### src/rtl/emu_host_sequencer_if.sv
// Host wire endpoints plus the emulator core io_host channels for emu_host_sequencer.
// The sequencer takes the slave modport; the host/core environment takes master.
interface emu_host_sequencer_if #(
    parameter int DATA_W  = 16,
    parameter int STEP_W  = 16,
    parameter int PROC_W  = 3,
    parameter int DEPTH_W = 8
);
    logic [STEP_W-1:0]         cfg_host_steps;
    logic [PROC_W-1:0]         cfg_used_procs;
    logic [DEPTH_W-1:0]        cfg_insns_per_proc;
    logic                      start_toggle;
    logic                      insn_toggle;
    logic [DATA_W-1:0]         insn_bits_0;
    logic [DATA_W-1:0]         insn_bits_1;
    logic                      in_toggle;
    logic [DATA_W-1:0]         in_bits;
    logic                      out_toggle;
    logic                      insn_ack;
    logic                      in_ack;
    logic                      out_valid;
    logic [DATA_W-1:0]         out_bits;
    logic [1:0]                state;
    logic [PROC_W+DEPTH_W-1:0] insns_loaded;
    logic [STEP_W-1:0]         steps_done;
    logic                      err;
    logic                      core_insns_valid;
    logic                      core_insns_ready;
    logic [DATA_W-1:0]         core_insns_bits_0;
    logic [DATA_W-1:0]         core_insns_bits_1;
    logic                      core_io_i_valid;
    logic                      core_io_i_ready;
    logic [DATA_W-1:0]         core_io_i_bits;
    logic                      core_io_o_valid;
    logic                      core_io_o_ready;
    logic [DATA_W-1:0]         core_io_o_bits;

    modport slave (
        input  cfg_host_steps, cfg_used_procs, cfg_insns_per_proc,
        input  start_toggle, insn_toggle, insn_bits_0, insn_bits_1,
        input  in_toggle, in_bits, out_toggle,
        input  core_insns_ready, core_io_i_ready, core_io_o_valid, core_io_o_bits,
        output insn_ack, in_ack, out_valid, out_bits, state, insns_loaded, steps_done, err,
        output core_insns_valid, core_insns_bits_0, core_insns_bits_1,
        output core_io_i_valid, core_io_i_bits, core_io_o_ready
    );

    modport master (
        output cfg_host_steps, cfg_used_procs, cfg_insns_per_proc,
        output start_toggle, insn_toggle, insn_bits_0, insn_bits_1,
        output in_toggle, in_bits, out_toggle,
        output core_insns_ready, core_io_i_ready, core_io_o_valid, core_io_o_bits,
        input  insn_ack, in_ack, out_valid, out_bits, state, insns_loaded, steps_done, err,
        input  core_insns_valid, core_insns_bits_0, core_insns_bits_1,
        input  core_io_i_valid, core_io_i_bits, core_io_o_ready
    );
endinterface

### src/rtl/emu_host_sequencer.sv
// Turns host toggle bits into single valid/ready beats toward the emulator core and
// sequences a run.  state | meaning: IDLE | wait start; LOAD | forward insns; RUN | io traffic; DONE | run complete
module emu_host_sequencer #(
    parameter int DATA_W  = 16,
    parameter int STEP_W  = 16,
    parameter int PROC_W  = 3,
    parameter int DEPTH_W = 8
) (
    input  logic                 i_clock,
    input  logic                 i_reset,
    emu_host_sequencer_if.slave  bus
);
    localparam int CNT_W = PROC_W + DEPTH_W;

    typedef enum logic [1:0] {S_IDLE = 2'd0, S_LOAD = 2'd1, S_RUN = 2'd2, S_DONE = 2'd3} state_t;

    state_t              r_state;
    logic                r_start_seen, r_insn_seen, r_in_seen, r_out_seen;
    logic                r_insn_valid, r_insn_ack, r_in_valid, r_in_ack;
    logic [DATA_W-1:0]   r_insn_bits_0, r_insn_bits_1, r_in_bits;
    logic                r_out_valid;
    logic [DATA_W-1:0]   r_out_bits;
    logic [CNT_W-1:0]    r_expected, r_insns_loaded;
    logic [STEP_W-1:0]   r_steps, r_steps_done;
    logic                r_err;

    logic w_start_pend, w_insn_pend, w_in_pend, w_out_pend;
    logic w_start_ok, w_insn_hs, w_in_hs, w_out_ready, w_out_hs, w_err_set;
    logic [CNT_W-1:0]  w_loaded_nxt;
    logic [STEP_W-1:0] w_steps_nxt;

    assign w_start_pend = bus.start_toggle != r_start_seen;
    assign w_insn_pend  = bus.insn_toggle  != r_insn_seen;
    assign w_in_pend    = bus.in_toggle    != r_in_seen;
    assign w_out_pend   = bus.out_toggle   != r_out_seen;
    assign w_start_ok   = w_start_pend && (r_state == S_IDLE || r_state == S_DONE);
    assign w_insn_hs    = r_insn_valid && bus.core_insns_ready;
    assign w_in_hs      = r_in_valid && bus.core_io_i_ready;
    // Stop accepting io_o once the target is met so steps_done cannot pass it.
    assign w_out_ready  = (r_state == S_RUN) && !r_out_valid && (r_steps_done != r_steps);
    assign w_out_hs     = w_out_ready && bus.core_io_o_valid;
    assign w_loaded_nxt = r_insns_loaded + CNT_W'(1);
    assign w_steps_nxt  = r_steps_done + STEP_W'(1);
    assign w_err_set    = (w_start_pend && !w_start_ok)
                        || (w_insn_pend && (r_insn_valid || r_state != S_LOAD))
                        || (w_in_pend && (r_in_valid || r_state != S_RUN))
                        || (w_out_pend && !r_out_valid);

    always_ff @(posedge i_clock or posedge i_reset) begin
        if (i_reset) begin
            r_state        <= S_IDLE;
            r_start_seen   <= 1'b0;
            r_insn_seen    <= 1'b0;
            r_in_seen      <= 1'b0;
            r_out_seen     <= 1'b0;
            r_insn_valid   <= 1'b0;
            r_insn_ack     <= 1'b0;
            r_in_valid     <= 1'b0;
            r_in_ack       <= 1'b0;
            r_insn_bits_0  <= '0;
            r_insn_bits_1  <= '0;
            r_in_bits      <= '0;
            r_out_valid    <= 1'b0;
            r_out_bits     <= '0;
            r_expected     <= '0;
            r_insns_loaded <= '0;
            r_steps        <= '0;
            r_steps_done   <= '0;
            r_err          <= 1'b0;
        end else begin
            r_err <= (w_start_ok ? 1'b0 : r_err) | w_err_set;
            if (w_start_pend)
                r_start_seen <= bus.start_toggle;

            // A flip arriving while busy stays pending and is taken after the beat.
            if (w_insn_hs) begin
                r_insn_valid <= 1'b0;
                r_insn_ack   <= ~r_insn_ack;
            end else if (w_insn_pend && !r_insn_valid) begin
                r_insn_seen <= bus.insn_toggle;
                if (r_state == S_LOAD) begin
                    r_insn_valid  <= 1'b1;
                    r_insn_bits_0 <= bus.insn_bits_0;
                    r_insn_bits_1 <= bus.insn_bits_1;
                end else begin
                    r_insn_ack <= ~r_insn_ack;
                end
            end

            if (w_in_hs) begin
                r_in_valid <= 1'b0;
                r_in_ack   <= ~r_in_ack;
            end else if (w_in_pend && !r_in_valid) begin
                r_in_seen <= bus.in_toggle;
                if (r_state == S_RUN) begin
                    r_in_valid <= 1'b1;
                    r_in_bits  <= bus.in_bits;
                end else begin
                    r_in_ack <= ~r_in_ack;
                end
            end

            if (w_out_pend) begin
                r_out_seen  <= bus.out_toggle;
                r_out_valid <= 1'b0;
            end
            if (w_out_hs) begin
                r_out_valid  <= 1'b1;
                r_out_bits   <= bus.core_io_o_bits;
                r_steps_done <= w_steps_nxt;
            end

            if (w_start_ok) begin
                r_expected     <= CNT_W'(bus.cfg_used_procs) * CNT_W'(bus.cfg_insns_per_proc);
                r_steps        <= bus.cfg_host_steps;
                r_insns_loaded <= '0;
                r_steps_done   <= '0;
                r_out_valid    <= 1'b0;
                r_out_bits     <= '0;
                r_state        <= S_LOAD;
            end else begin
                case (r_state)
                    S_LOAD: begin
                        if (r_expected == '0) begin
                            r_state <= S_RUN;
                        end else if (w_insn_hs) begin
                            r_insns_loaded <= w_loaded_nxt;
                            if (w_loaded_nxt == r_expected)
                                r_state <= S_RUN;
                        end
                    end
                    S_RUN: begin
                        if (r_steps_done == r_steps || (w_out_hs && w_steps_nxt == r_steps))
                            r_state <= S_DONE;
                    end
                    default: ;
                endcase
            end
        end
    end

    assign bus.insn_ack          = r_insn_ack;
    assign bus.in_ack            = r_in_ack;
    assign bus.out_valid         = r_out_valid;
    assign bus.out_bits          = r_out_bits;
    assign bus.state             = r_state;
    assign bus.insns_loaded      = r_insns_loaded;
    assign bus.steps_done        = r_steps_done;
    assign bus.err               = r_err;
    assign bus.core_insns_valid  = r_insn_valid;
    assign bus.core_insns_bits_0 = r_insn_bits_0;
    assign bus.core_insns_bits_1 = r_insn_bits_1;
    assign bus.core_io_i_valid   = r_in_valid;
    assign bus.core_io_i_bits    = r_in_bits;
    assign bus.core_io_o_ready   = w_out_ready;
endmodule

### src/flat_wrapper.sv
// flat-port wrapper written by rule: the top's interface ports become plain ports
module emu_host_sequencer_flat 
#(
    parameter int DATA_W  = 16,
    parameter int STEP_W  = 16,
    parameter int PROC_W  = 3,
    parameter int DEPTH_W = 8
)
  (i_clock, i_reset, bus_cfg_host_steps, bus_cfg_used_procs, bus_cfg_insns_per_proc, bus_start_toggle, bus_insn_toggle, bus_insn_bits_0, bus_insn_bits_1, bus_in_toggle, bus_in_bits, bus_out_toggle, bus_core_insns_ready, bus_core_io_i_ready, bus_core_io_o_valid, bus_core_io_o_bits, bus_insn_ack, bus_in_ack, bus_out_valid, bus_out_bits, bus_state, bus_insns_loaded, bus_steps_done, bus_err, bus_core_insns_valid, bus_core_insns_bits_0, bus_core_insns_bits_1, bus_core_io_i_valid, bus_core_io_i_bits, bus_core_io_o_ready);
  emu_host_sequencer_if #(.DATA_W(DATA_W), .STEP_W(STEP_W), .PROC_W(PROC_W), .DEPTH_W(DEPTH_W)) bus_i ();
  input  logic i_clock;
  input  logic i_reset;
  input wire logic [$bits(bus_i.cfg_host_steps)-1:0] bus_cfg_host_steps;
  input wire logic [$bits(bus_i.cfg_used_procs)-1:0] bus_cfg_used_procs;
  input wire logic [$bits(bus_i.cfg_insns_per_proc)-1:0] bus_cfg_insns_per_proc;
  input wire logic [$bits(bus_i.start_toggle)-1:0] bus_start_toggle;
  input wire logic [$bits(bus_i.insn_toggle)-1:0] bus_insn_toggle;
  input wire logic [$bits(bus_i.insn_bits_0)-1:0] bus_insn_bits_0;
  input wire logic [$bits(bus_i.insn_bits_1)-1:0] bus_insn_bits_1;
  input wire logic [$bits(bus_i.in_toggle)-1:0] bus_in_toggle;
  input wire logic [$bits(bus_i.in_bits)-1:0] bus_in_bits;
  input wire logic [$bits(bus_i.out_toggle)-1:0] bus_out_toggle;
  input wire logic [$bits(bus_i.core_insns_ready)-1:0] bus_core_insns_ready;
  input wire logic [$bits(bus_i.core_io_i_ready)-1:0] bus_core_io_i_ready;
  input wire logic [$bits(bus_i.core_io_o_valid)-1:0] bus_core_io_o_valid;
  input wire logic [$bits(bus_i.core_io_o_bits)-1:0] bus_core_io_o_bits;
  output wire logic [$bits(bus_i.insn_ack)-1:0] bus_insn_ack;
  output wire logic [$bits(bus_i.in_ack)-1:0] bus_in_ack;
  output wire logic [$bits(bus_i.out_valid)-1:0] bus_out_valid;
  output wire logic [$bits(bus_i.out_bits)-1:0] bus_out_bits;
  output wire logic [$bits(bus_i.state)-1:0] bus_state;
  output wire logic [$bits(bus_i.insns_loaded)-1:0] bus_insns_loaded;
  output wire logic [$bits(bus_i.steps_done)-1:0] bus_steps_done;
  output wire logic [$bits(bus_i.err)-1:0] bus_err;
  output wire logic [$bits(bus_i.core_insns_valid)-1:0] bus_core_insns_valid;
  output wire logic [$bits(bus_i.core_insns_bits_0)-1:0] bus_core_insns_bits_0;
  output wire logic [$bits(bus_i.core_insns_bits_1)-1:0] bus_core_insns_bits_1;
  output wire logic [$bits(bus_i.core_io_i_valid)-1:0] bus_core_io_i_valid;
  output wire logic [$bits(bus_i.core_io_i_bits)-1:0] bus_core_io_i_bits;
  output wire logic [$bits(bus_i.core_io_o_ready)-1:0] bus_core_io_o_ready;
  assign bus_i.cfg_host_steps = bus_cfg_host_steps;
  assign bus_i.cfg_used_procs = bus_cfg_used_procs;
  assign bus_i.cfg_insns_per_proc = bus_cfg_insns_per_proc;
  assign bus_i.start_toggle = bus_start_toggle;
  assign bus_i.insn_toggle = bus_insn_toggle;
  assign bus_i.insn_bits_0 = bus_insn_bits_0;
  assign bus_i.insn_bits_1 = bus_insn_bits_1;
  assign bus_i.in_toggle = bus_in_toggle;
  assign bus_i.in_bits = bus_in_bits;
  assign bus_i.out_toggle = bus_out_toggle;
  assign bus_i.core_insns_ready = bus_core_insns_ready;
  assign bus_i.core_io_i_ready = bus_core_io_i_ready;
  assign bus_i.core_io_o_valid = bus_core_io_o_valid;
  assign bus_i.core_io_o_bits = bus_core_io_o_bits;
  assign bus_insn_ack = bus_i.insn_ack;
  assign bus_in_ack = bus_i.in_ack;
  assign bus_out_valid = bus_i.out_valid;
  assign bus_out_bits = bus_i.out_bits;
  assign bus_state = bus_i.state;
  assign bus_insns_loaded = bus_i.insns_loaded;
  assign bus_steps_done = bus_i.steps_done;
  assign bus_err = bus_i.err;
  assign bus_core_insns_valid = bus_i.core_insns_valid;
  assign bus_core_insns_bits_0 = bus_i.core_insns_bits_0;
  assign bus_core_insns_bits_1 = bus_i.core_insns_bits_1;
  assign bus_core_io_i_valid = bus_i.core_io_i_valid;
  assign bus_core_io_i_bits = bus_i.core_io_i_bits;
  assign bus_core_io_o_ready = bus_i.core_io_o_ready;
  emu_host_sequencer #(.DATA_W(DATA_W), .STEP_W(STEP_W), .PROC_W(PROC_W), .DEPTH_W(DEPTH_W)) u_core (.i_clock(i_clock), .i_reset(i_reset), .bus(bus_i));
endmodule
### config.mk
export PLATFORM = sky130hd
export DESIGN_NAME = emu_host_sequencer_flat
export DESIGN_NICKNAME = d
export VERILOG_FILES = /design/src/rtl/emu_host_sequencer_if.sv /design/src/rtl/emu_host_sequencer.sv /design/src/flat_wrapper.sv
export SDC_FILE = /design/constraint.sdc
export NUM_CORES = 1
export LEC_CHECK = 0
export ABC_AREA = 1
export BUFFER_PORTS_ARGS = -buffer_cell sky130_fd_sc_hd__buf_2
export CAP_MARGIN = 30
export CORE_MARGIN = 4
export CORE_UTILIZATION = 50
export CTS_CLUSTER_SIZE = 14
export DETAILED_ROUTE_END_ITERATION = 10
export PLACE_DENSITY = 0.79
export SLEW_MARGIN = 5
export SYNTH_ARGS = -nofsm -noshare
export SYNTH_HDL_FRONTEND = slang
export SYNTH_SLANG_ARGS = --single-unit
### constraint.sdc
create_clock -name i_clock -period 7.1 [get_ports i_clock]
set_input_delay 0 -clock i_clock [delete_from_list [all_inputs] [get_ports i_clock]]
set_output_delay 0 -clock i_clock [all_outputs]
set_load 0.005 [all_outputs]
# [After elaboration in Yosys (flattened, before gate mapping)]
# Index checks and enable logic that the tools add are counted.
# Widths: inputs -> output; s select.
[word_totals] register_bits=130 input_bits=100 output_inout_bits=100 word_cells=121
[op_classes] n_addsub=2 multipliers=1 eq_ne=19 n_mux=30 n_bitwise=5 reduce_logical=45
[op_table] op="$mux 16" count=4
[op_table] op="$mux 11" count=4
[op_table] op="$eq 16x16->1" count=2
[op_table] op="$add 16x1->16 const B" count=1
[op_table] op="$mux 1" count=16
[op_table] op="$ne 16x16->1" count=1
[op_table] op="$reduce_bool 2->1" count=7
[op_table] op="$logic_and 1x1->1" count=13
[op_table] op="$reduce_and 2->1" count=6
[op_table] op="$add 11x1->11 const B" count=1
[op_table] op="$eq 11x11->1" count=1
[op_table] op="$logic_not 11->1" count=1
[op_table] op="$mul 3x8->11" count=1
[op_table] op="$mux 2" count=5
[op_table] op="$reduce_and 3->1" count=3
[op_table] op="$ne 2x1->1 const B" count=4
[op_table] op="$logic_or 1x1->1" count=7
[op_table] op="$reduce_bool 3->1" count=2
[op_table] op="$eq 2x2->1 const B" count=2
[op_table] op="$logic_not 1->1" count=4
[op_table] op="$ne 1x1->1" count=4
[op_table] op="$ne 4x2->1 const B" count=1
[op_table] op="$ne 4x3->1 const B" count=1
[op_table] op="$not 1->1" count=4
[op_table] op="other kinds (7)" count=7

# [Logic depth before layout (Yosys ltp)]
[logic_depth] word_depth=9 depth_mapped=17 depth_no_buf=16

# [Worst setup path before layout]
# OpenSTA, ideal clock, no wires.
[synth_path] path_type="input port to flip-flop" startpoint="in bus_cfg_used_procs[2]" endpoint="reg u_core.r_expected[9]" setup_time_ps=130 arrival_time_ps=2128 t_required_ps=6970 path_slack_ps=4842 path_stages=15 n_path_buf=1 cell_sequence="clkbuf_1 nand2_1 fa_1 inv_1 ha_1 a21oi_1 nand2_1 nand2_1 nand2_1 a21oi_1 nor2_1 o21ai_0 nand3b_1 nand3_1 o21ai_0"
[synth_via] elab_chain_cells=1
[synth_lines] item="start, declared" line_no="flat_wrapper.sv:14" rtl="input wire logic [$bits(bus_i.cfg_used_procs)-1:0] bus_cfg_used_procs;"
[synth_lines] item="$mul 3x8->11" line_no="emu_host_sequencer.sv:114" rtl="r_expected <= CNT_W'(bus.cfg_used_procs) * CNT_W'(bus.cfg_insns_per_proc);"
[synth_lines] item="end signal, assigned" line_no="emu_host_sequencer.sv:114"
[synth_lines] item="end, declared" line_no="emu_host_sequencer.sv:23" rtl="logic [CNT_W-1:0] r_expected, r_insns_loaded;"
# Every way passes these cells.
# A chain may end at the register's enable or synchronous reset.

# [Final worst setup path]
[layout_path] startpoint="reg u_core.r_state[0], in the netlist u_core.bus.state[0]" endpoint="reg u_core.r_steps_done[1], in the netlist u_core.bus.steps_done[1]"
[layout_via] elab_chain_cells=5 word_cells_on_any_way=10 cone_classes="2 x eq/ne; 1 x mux; 7 x reduce/logical"
[layout_lines] item="start, declared" line_no="emu_host_sequencer.sv:17" rtl="state_t r_state;"
[layout_lines] item="start signal, assigned" line_no="emu_host_sequencer.sv:51" rtl="r_state <= S_IDLE;"
[layout_lines] item="start signal, assigned" line_no="emu_host_sequencer.sv:120" rtl="r_state <= S_LOAD;"
[layout_lines] item="start signal, assigned" line_no="emu_host_sequencer.sv:125" rtl="r_state <= S_RUN;"
[layout_lines] item="$eq 2x2->1" line_no="emu_host_sequencer.sv:40" rtl="assign w_out_ready = (r_state == S_RUN) && !r_out_valid && (r_steps_done != r_steps);"
[layout_lines] item="$logic_and 1x1->1 (2 in series)" line_no="emu_host_sequencer.sv:40"
[layout_lines] item="$logic_and 1x1->1" line_no="emu_host_sequencer.sv:41" rtl="assign w_out_hs = w_out_ready && bus.core_io_o_valid;"
[layout_lines] item="$reduce_bool 2->1 (no source line)"
[layout_lines] item="end signal, assigned" line_no="emu_host_sequencer.sv:110" rtl="r_steps_done <= w_steps_nxt;"
[layout_lines] item="end, declared" line_no="emu_host_sequencer.sv:24" rtl="logic [STEP_W-1:0] r_steps, r_steps_done;"
# Several ways; a longest one is shown, not always the timed one.

==> flow_metrics.py <==
metrics = {
    "logic_synthesis": {
        "synth_flop_cell": "dfrtp_1",
        "yosys_register_bits": 130,
        "synthCells": 830,
        "yosysUniqueCellTypes": 41,
        "synth_fp_nets": 952,
        "syn-mean-instance-area_um2": 8.43,
        "synth_warnings": 0,
        "synth-edff-count": 0,
        "yosysSeqAreaShare_pct": 46.5,
        "syn-cell-area_um2": 7000,
        "synthArstFlopShare_pct": 100,
    },
    "final_layout": {
        "layoutNonFillerInstCount": 1313,
        "drive_above_1_share_pct": 27.7,
        "final_cell_mix": "nand2_1, buf_2, dfrtp_1",
        "final_common_cell": "nand2_1",
        "fillers": 1016,
        "fin_nets": 1244,
        "area_delta_synth_final_pct": 37.9,
    },
    "floorplan": {
        "core_area_um2": 13500,
        "fp.dieH_um": 126,
        "io_pins": 200,
        "num_rows": 42,
        "die_w_um": 126,
        "start_util_pct": 52.0,
        "dieArea_um2": 15900,
    },
    "global_route": {
        "grt_pass1_vias": 6861,
        "gr-total-overflow": 0,
        "grt_start_max_net_pins": 77,
        "antenna_found_initial": 0,
        "grt_pass1_wl_um": 33600,
        "grtUsageTotal_pct": 26.2,
    },
    "setup_path": {
        "path_max_fanout": 57,
        "startpoint": "u_core.bus.state[0]",
        "reg2reg_depth": 9,
        "rr_startpoint": "u_core.bus.state[0]",
        "crit_type": "register to register",
        "r2r_slack_ns": 4.44,
        "crit_end": "u_core.bus.steps_done[1]",
        "r2r-end": "u_core.bus.steps_done[1]",
        "crit_required_ns": 7.39,
        "cp-start-kind": "register",
        "cp-end-kind": "register",
        "critPathArrivalTime_ns": 2.95,
    },
    "sta": {
        "skew_ns": 0.0148,
        "tightest_slew_ns": 0.734,
        "setup_tns_ns": 0,
        "rsz0062_at_grt": "no",
        "hold_viol": 0,
        "period_needed_ns": 2.66,
        "clock.fmax_ghz": 0.376,
        "holdWs_ns": 0.0489,
        "report.final.slew_viol_count": 0,
        "max_slew_margin_pct": 51.0,
        "setup_violations": 0,
        "timing.final.crit_share_pct": 37.5,
    },
    "pwr": {
        "p_sw_mw": 1.34,
        "clkPwrFrac_pct": 24.6,
        "p_leak_nw": 5.03,
        "p_per_area_nw_per_um2": 360,
        "power.internal_mw": 2.14,
        "power_mw": 3.48,
        "vdd_drop_max_mv": 0.330,
        "power_frac_comb_pct": 39.5,
        "p_seq_share_pct": 35.9,
        "p_sw_share_pct": 38.4,
    },
    "route": {
        "wl_um": 20500,
        "avgRoutedWirePerCell_um": 15.6,
        "dr.pass1.iters": 6,
        "vias_per_cell": 5.04,
        "ant_nets": 0,
        "drc_errors": 0,
        "drtIter0Drc": 366,
        "vias": 6620,
    },
    "clock_tree": {
        "clkTransAtPathRegs_ns": 0.07,
        "clock-sinks": 130,
        "clk_latency_ns": 0.42,
        "numCtsBuffers": 17,
        "cts_buffer_depth": 2,
        "cts-htree-levels": 4,
        "cts_root_buf": "clkbuf_16",
        "cts_tree": "built",
    },
    "place": {
        "gp_congestion": 0.888,
        "hpwl_um": 13400,
        "io_buffer_count": 199,
        "placed_cells": 1188,
    },
    "flow_run": {
        "maxCapViolations": 0,
    },
    "worst_hold_path": {
        "hold_class": "primary input to register",
    },
    "status": {
        "status": "finished clean",
    },
}
[what timing repair did]
item / CTS / global route
hold endpoints to repair: 145 / 0
gates resized for setup: 0 / 0
hold buffers: 90 / 0
setup buffers: 0 / 0
[critical path, cell delays in order (launching register included)]
cell and delay (ns):
dfrtp_1 0.42, inv_1 0.07, ha_1 0.30, inv_1 0.08
nor2_4 0.10, buf_4 0.45, clkinv_1 0.34, buf_4 0.32
nand2_1 0.31, o21ai_0 0.13
[Yosys cell counts (6+ instances only)]
cell type / number / share of area [%]
o22ai_1: 14 / 1.3
nand3_2: 7 / 1.0
nand4_1: 10 / 0.89
nand3_1: 54 / 3.9
buf_2: 7 / 0.50
nor2_1: 56 / 3.0
dfrtp_1: 130 / 47
xor2_1: 16 / 2.0
mux2_2: 48 / 7.7
clkbuf_1: 12 / 0.64
a21oi_1: 6 / 0.43
fa_1: 7 / 2.0
inv_1: 101 / 5.4
ha_1: 15 / 2.7
o21ai_0: 35 / 2.5
nand2_1: 260 / 14
[stage by stage]
| stage | instance area, um2 | util (%) | worst slack [ns] |
|---|---|---|---|
| 2_1_floorplan | 7000 | - | 3.63 |
| 3_3_place_gp | 8150 | 60.6 | 4.57 |
| 4_1_cts | 9620 | 71.5 | 4.44 |
| 6_report | 9650 | 71.7 | 4.44 |
| 5_1_grt | 9640 | 71.7 | 4.16 |
| 3_5_place_dp | 8150 | 60.6 | 4.45 |
[worst min path at each step]
stage	from	end	slack [ns]	cells after the start
2_1_floorplan	bus_out_toggle	u_core.r_out_seen	0.1	1
3_3_place_gp	bus_start_toggle	u_core.r_start_seen	0.13	1
3_5_place_dp	i_reset	u_core.bus.core_insns_bits_0[10]	0.14	2
6_report	bus_cfg_insns_per_proc[1]	u_core.r_expected[1]	0.05	6
4_1_cts	bus_cfg_insns_per_proc[1]	u_core.r_expected[1]	0.03	6
5_1_grt	bus_cfg_insns_per_proc[1]	u_core.r_expected[1]	0.08	6
[registers in the layout, indices dropped and copies added (netlist names), 2 cells and up]
name / flops
u_core.r_steps: 16
u_core.bus.core_io_i_bits: 16
u_core.bus.core_insns_bits_0: 16
u_core.bus.steps_done: 16
u_core.r_expected: 11
u_core.bus.state: 2
u_core.bus.insns_loaded: 11
u_core.bus.out_bits: 16
u_core.bus.core_insns_bits_1: 16
[power by group through the flow]
stage               clock, mW  combinational, mW  sequential (mW)
finish                  0.855               1.37             1.25
global route            0.901               1.54             1.28
CTS                     0.861               1.35             1.23
detailed placement          0               1.30             1.23
global placement            0               1.27             1.22
floorplan                   0              0.828             1.22
[cell families (layout without fill, tap and decap cells)]
kind of cell | count (synthesis) | in the layout | share of synthesized area, %
simple gates | 412 | 412 | 25.3
buf+inv | 129 | 434 | 7.32
fa+ha+maj | 22 | 22 | 4.69
flops | 130 | 130 | 46.5
mux | 49 | 49 | 7.87
other cells | 0 | 2 | 0
xor+xnor | 21 | 21 | 2.84
compound gates | 67 | 67 | 5.46
[cell type report]
class | count | area, um2 | share of cell area (%)
Tap cell | 176 | 220 | 2.28
Timing Repair Buffer | 295 | 1950 | 20.3
Inverter | 107 | 404 | 4.19
Clock inverter | 14 | 145 | 1.50
Antenna cell | 2 | 5.00 | 0.0519
Clock buffer | 18 | 429 | 4.45
Multi-Input combinational cell | 571 | 3240 | 33.6
Sequential cell | 130 | 3250 | 33.7
[metal layers]
| metal | vias to the layer above | part of all wire, % | GRT usage [%] |
|---|---|---|---|
| met3 | 53 | 7.5 | 8.68 |
| met1 | 3072 | 41 | 31.3 |
| met5 | - | 0 | 0 |
| met2 | 264 | 49 | 43.8 |
| li1 | 3231 | - | - |
| met4 | 0 | 3.3 | 10.9 |
(Power assumes the default switching activity.)
